### src/rtl/decoder_n_scan.sv
// decoder_n_scan: registered one-cold decoder with active-low enable and round-robin scan mode
module decoder_n_scan #(
    parameter int SEL_W = 2,
    parameter int DWELL = 4
) (
    input  logic               clk,
    input  logic               rst_n,
    input  logic               enable_n,
    input  logic               mode,
    input  logic [SEL_W-1:0]   sel,
    output logic [2**SEL_W-1:0] out_n,
    output logic [SEL_W-1:0]   cur_sel,
    output logic               wrap
);
    localparam int NUM_OUT = 2**SEL_W;
    localparam int DW = DWELL > 1 ? $clog2(DWELL) : 1;
    localparam logic [DW-1:0] DLAST = DW'(DWELL - 1);
    localparam logic [SEL_W-1:0] ILAST = SEL_W'(NUM_OUT - 1);
    localparam logic [NUM_OUT-1:0] ONE = NUM_OUT'(1);
    logic [SEL_W-1:0] idx;
    logic [DW-1:0]    dcnt;
    logic             last;
    assign last = dcnt == DLAST;
    always_ff @(posedge clk) begin
        if (!rst_n) begin
            out_n   <= '1;
            cur_sel <= '0;
            wrap    <= 1'b0;
            idx     <= '0;
            dcnt    <= '0;
        end else if (enable_n) begin
            out_n <= '1;
            wrap  <= 1'b0;
        end else if (!mode) begin
            out_n   <= ~(ONE << sel);
            cur_sel <= sel;
            wrap    <= 1'b0;
        end else begin
            out_n   <= ~(ONE << idx);
            cur_sel <= idx;
            wrap    <= (idx == ILAST) && last;
            dcnt    <= last ? '0 : dcnt + 1'b1;
            idx     <= last ? idx + 1'b1 : idx;
        end
    end
endmodule
### config.mk
export PLATFORM = sky130hd
export DESIGN_NAME = decoder_n_scan
export DESIGN_NICKNAME = d
export VERILOG_FILES = /design/src/rtl/decoder_n_scan.sv
export SDC_FILE = /design/constraint.sdc
export NUM_CORES = 1
export LEC_CHECK = 0
export ABC_AREA = 1
export CELL_PAD_IN_SITES_DETAIL_PLACEMENT = 0
export CELL_PAD_IN_SITES_GLOBAL_PLACEMENT = 1
export CORE_AREA = 3 3 43 45
export DETAILED_ROUTE_END_ITERATION = 6
export DIE_AREA = 0 0 46 48
export GPL_ROUTABILITY_DRIVEN = 0
export MAX_ROUTING_LAYER = met4
export PLACE_DENSITY_LB_ADDON = 0.1
export SETUP_SLACK_MARGIN = 0.2
export SYNTH_ARGS = -nofsm -noshare
export SYNTH_HDL_FRONTEND = slang
export SYNTH_SLANG_ARGS = --single-unit
### constraint.sdc
create_clock -name clk -period 1.65 [get_ports clk]
set_input_delay 0.2475 -clock clk [delete_from_list [all_inputs] [get_ports clk]]
set_output_delay 0.2475 -clock clk [all_outputs]
set_load 0.01 [all_outputs]
# Word-level counts from Yosys, hierarchy flattened
# Index checks and enable logic that the tools add are counted.
# word_totals
ff_bits	11
wordCells	24
# classes
add_sub_neg	2
eq_ne	2
shift	2
muxes	3
bitwise_logic	5
reduce_logical	5
# op_table
op	n
$not A4 Y4	2
$shl A1 B2 Y4 const A	2
$add A2 B1 Y2 const B	2
$eq A2 B2 Y1 const B	2
$mux W2	2
$mux W4	1
$not A1 Y1	3
$reduce_and A3 Y1	1
$reduce_or A3 Y1	1
$reduce_and A2 Y1	1
$reduce_or A2 Y1	1
$logic_and A1 B1 Y1	1

# Longest topological paths before layout
# logic_depth
ltp_word	3
ltp_mapped	6
mapped_depth_nobuf	6

# Least setup slack after synthesis
# No wires, ideal clock.
# synth_timing
path_type	register to register
startpoint	register idx[0]
endpoint	register idx[1]
setup_time_ps	110
arrival_ps	928
slack_ps	612
stages_incl_launch_ff	7
path_buffers	0
path_cell_list	dfxtp_1 -> inv_1 -> ha_1 -> inv_1 -> nand4_1 -> nand2_1 -> nor2_1
# synth_via
elab_chain_len	1
# synth_rtl
element	line_no	text
start, declared	20	logic [SEL_W-1:0] idx;
start signal, assigned	43	idx <= last ? idx + 1'b1 : idx;
$add A2 B1 Y2	43	
# Every way passes these cells.
# A chain may end at the register's enable or synchronous reset.

# Worst setup path after layout
# layout_timing
startpoint	register cur_sel[0]
endpoint	output cur_sel[0]
# layout_lines
element	line_no	text
start, declared	12	output logic [SEL_W-1:0] cur_sel,
start signal, assigned	36	cur_sel <= sel;
start signal, assigned	40	cur_sel <= idx;
# No word-level cell between the ends.

==> impl.org <==
** Final layout
- Total number of nets in the final design :: 93
- In the layout the commonest cells are sky130_fd_sc_hd__clkdlybuf4s50_1 (12), sky130_fd_sc_hd__dfxtp_1 (11), sky130_fd_sc_hd__nor2_1 (10).
- Cell Count, Final, Fillers Out :: between 90 and 100
- Cells fill between 40% and 50% of the core in the end.
- The number of antenna diodes in the final layout is 0.
- Most common cell after layout, fill and taps aside :: sky130_fd_sc_hd__clkdlybuf4s50_1
- Share of cells above drive strength 1 :: 13.6%
- The area growth from synthesis to layout is 32.4%.

** Global route
- met2 is the most crowded layer.
- The first global-routing pass estimated 1640 um of wire.
- Number of antenna violations at the first check in global routing :: 0
- Global-route usage over all layers :: between 10% and 20%
- The via count of the first global-routing pass is 411.
- Entering global routing, the biggest net connects 8 pins.
- Global routing usage on met3 :: approximately 6%
- For met2 alone, demand over resource in global routing was between 15 and 20%.
- For met1 alone, demand over resource in global routing was around 11%.
- The total overflow left after global routing is 0.

** Logic synthesis
- Syn. warnings :: 0
- Library cells used by synthesis :: 15
- Of the synthesized area, sequential elements account for 42.8%.
- Average cell area after synthesis :: around 7.9 um^2
- The number of nets in the synthesized netlist is 76.
- Cell area after synthesis :: between 500 and 600 um^2
- The synthesized design contains 11 register bits.
- Counting every instance in the synthesized netlist gives 65.

** Power and ir drop
- In this run the static leakage power is 0.291 nW.
- The internal power of the cells totals 0.400 mW.
- The clock network is responsible for between 30% and 40% of the overall power.
- Share of total power in sequential cells :: around 53%
- Overall Power :: 0.529 mW
- PD cells :: slightly below 800 mW/mm^2
- Fraction of power consumed by combinational cells :: 12.6%
- Sw Ratio :: 24.4%
- Maximum vdd drop :: ~0.00057 V
- For this design the total switching power over the nets is about 0.13 mW.

** Setup path
- Largest delay contributor family on the critical path :: buffers and inverters
- Together, buffers and inverters on the worst path number 1.
- STA classifies the critical path startpoint as a flip-flop.
- Critical Path Sink Type :: output pin
- The signal on the critical path passes through clkdlybuf4s50_1.
- The critical path is of the flip-flop to output pin type.
- For the worst setup path, the data required time is approximately 1400 ps.
- Cell with the largest stage delay on the worst path :: sky130_fd_sc_hd__clkdlybuf4s50_1
- Arrival time at the worst endpoint :: ~1100 ps
- Max Fanout on Critical Path :: 2
- The largest single stage delay on the critical path is around 540 ps.

** STA
- Unrepaired setup endpoints after global routing :: false
- Setup TNS :: 0 ps
- Final min period :: 1390 ps
- Setup violations remaining at the end of the flow were counted as 0.
- For the final database, setup skew stands at around 0.38 ps.
- For this run, the top clock speed supported by timing is just over 700 MHz.
- Measured against its own limit, the worst slew margin works out to 83.6%.
- Slew of the pin with the lowest slew margin :: 246 ps
- Number of slew-limit violations in the final report :: 0
- The tightest hold path in the finished design has a slack of about 500 ps.
- Final count of hold timing violations :: 0
- Share of the clock period used by the worst path after layout :: between 80% and 90%

** Run
- Max-cap violations in this run came to 0.

** CTS
- Once the clock tree was built, the resizer swapped 0 gates to a different size.
- Clock-pin slew on the worst setup and hold paths :: 70 ps
- Buffers added to address setup during post-CTS repair amount to 0.
- The clock passes through at most 2 buffers.
- Buffer type at the clock tree root :: sky130_fd_sc_hd__clkbuf_4
- Clock Latency Late Sink :: ~270 ps
- Number of H-tree levels :: 1
- TritonCTS built the clock tree.
- In this run, post-CTS hold repair placed 0 buffers.
- Inserted Clock Buffers :: 3
- Clock tree synthesis found a total of 11 sinks.

** Die
- Die height :: around 48 um
- Core Rows :: 14
- Die outline area :: ~0.0022 mm^2
- Number of top-level pins :: 13
- Core area :: roughly 0.0015 mm^2
- Horizontal extent of the die :: approximately 46 um
- For this configuration, the core starts out at a cell density of roughly 34%.

** Hold path
- The worst hold path belongs to the class flip-flop to flip-flop.

** Status
- Status :: finished clean

** Place
- Count of buffers from port buffering :: 12
- Detailed placement finished with a half-perimeter wire length of 793 um.
- After detailed placement, the design holds a cell count of 93.

** Drt
- Number of optimization iterations in the first detailed-route pass :: 4
- Summing over every cut layer, the via total after detailed routing is approximately 470.
- In the routed design, unresolved DRC markers number 0.
- The final layout contains routed wiring with a total length of between 1000 and 1500 um.
- Number of DRC violations after detailed-routing iteration 0 :: 21
- The count of nets left with antenna violations once routing finished came out at 0.
- After detailed routing, the number of vias per cell comes to a little under 5.
- Routed WL per cell :: roughly 11 um
final cells by class:
class | count | area, um^2
repair buffers | 12 | 120
flip-flops and latches | 11 | 220
clock buffers | 4 | 26.3
well taps | 16 | 20.0
multi-input cells | 43 | 253
inverters | 11 | 41.3
fillers | 156 | 826
through the flow:
stage,setup slack [ps],area (um^2)
floorplan,612,514
global placement,266,654
detailed placement,227,654
CTS,253,681
global route,209,681
finish,264,681
synth_stat cells:
library cell	number	area, um^2
sky130_fd_sc_hd__nand2_2	2	12.5
sky130_fd_sc_hd__nand3_1	6	30.0
sky130_fd_sc_hd__nor3_1	2	10.0
sky130_fd_sc_hd__inv_1	7	26.3
sky130_fd_sc_hd__nand2_1	6	22.5
sky130_fd_sc_hd__nor2_4	1	11.3
sky130_fd_sc_hd__nor2_1	10	37.5
sky130_fd_sc_hd__dfxtp_1	11	220
sky130_fd_sc_hd__inv_2	4	15.0
sky130_fd_sc_hd__o21ai_1	2	10.0
sky130_fd_sc_hd__nor2_2	1	6.26
sky130_fd_sc_hd__ha_1	5	62.6
sky130_fd_sc_hd__o211ai_1	3	22.5
sky130_fd_sc_hd__o21ai_0	3	15.0
sky130_fd_sc_hd__nand4_1	2	12.5
registers in the layout (all words and copies together), names as in the netlist:
signal,flops
dcnt,2
out_n,4
idx,2
cur_sel,2
wrap,1
cell families (layout without fill, tap and decap cells):
logic type / count (synthesis) / in the layout / share of synthesized area, %
AO/OA/AOI/OAI: 8 / 8 / 9.24
flip-flops: 11 / 11 / 42.8
AND/OR/NAND/NOR: 30 / 30 / 27.7
buffers and inverters: 11 / 27 / 8.03
adder cells (fa/ha/maj): 5 / 5 / 12.2
per-layer routing:
layer	wire length, um	share of wire (%)
met1	464	45
met2	471	45
met3	90	8.7
met4	13	1.3
met5	0	0
final timing paths:
kind	start	endpoint	slack (ps)	depth (start not counted)
worst max-delay path	cur_sel[0]	cur_sel[0]	260	1
worst min-delay path	cur_sel[1]	cur_sel[1]	490	2
worst max register to register	idx[0]	idx[1]	480	6
worst min register to register	cur_sel[1]	cur_sel[1]	490	2
power groups by stage:
stage               registers (mW)  logic [mW]  clock network [mW]
detailed placement           0.285      0.0671                   0
global route                 0.280      0.0737               0.202
global placement             0.286      0.0673                   0
CTS                          0.279      0.0676               0.193
finish                       0.279      0.0669               0.183
floorplan                    0.288      0.0300                   0
Power figures use the tool's default switching activity.
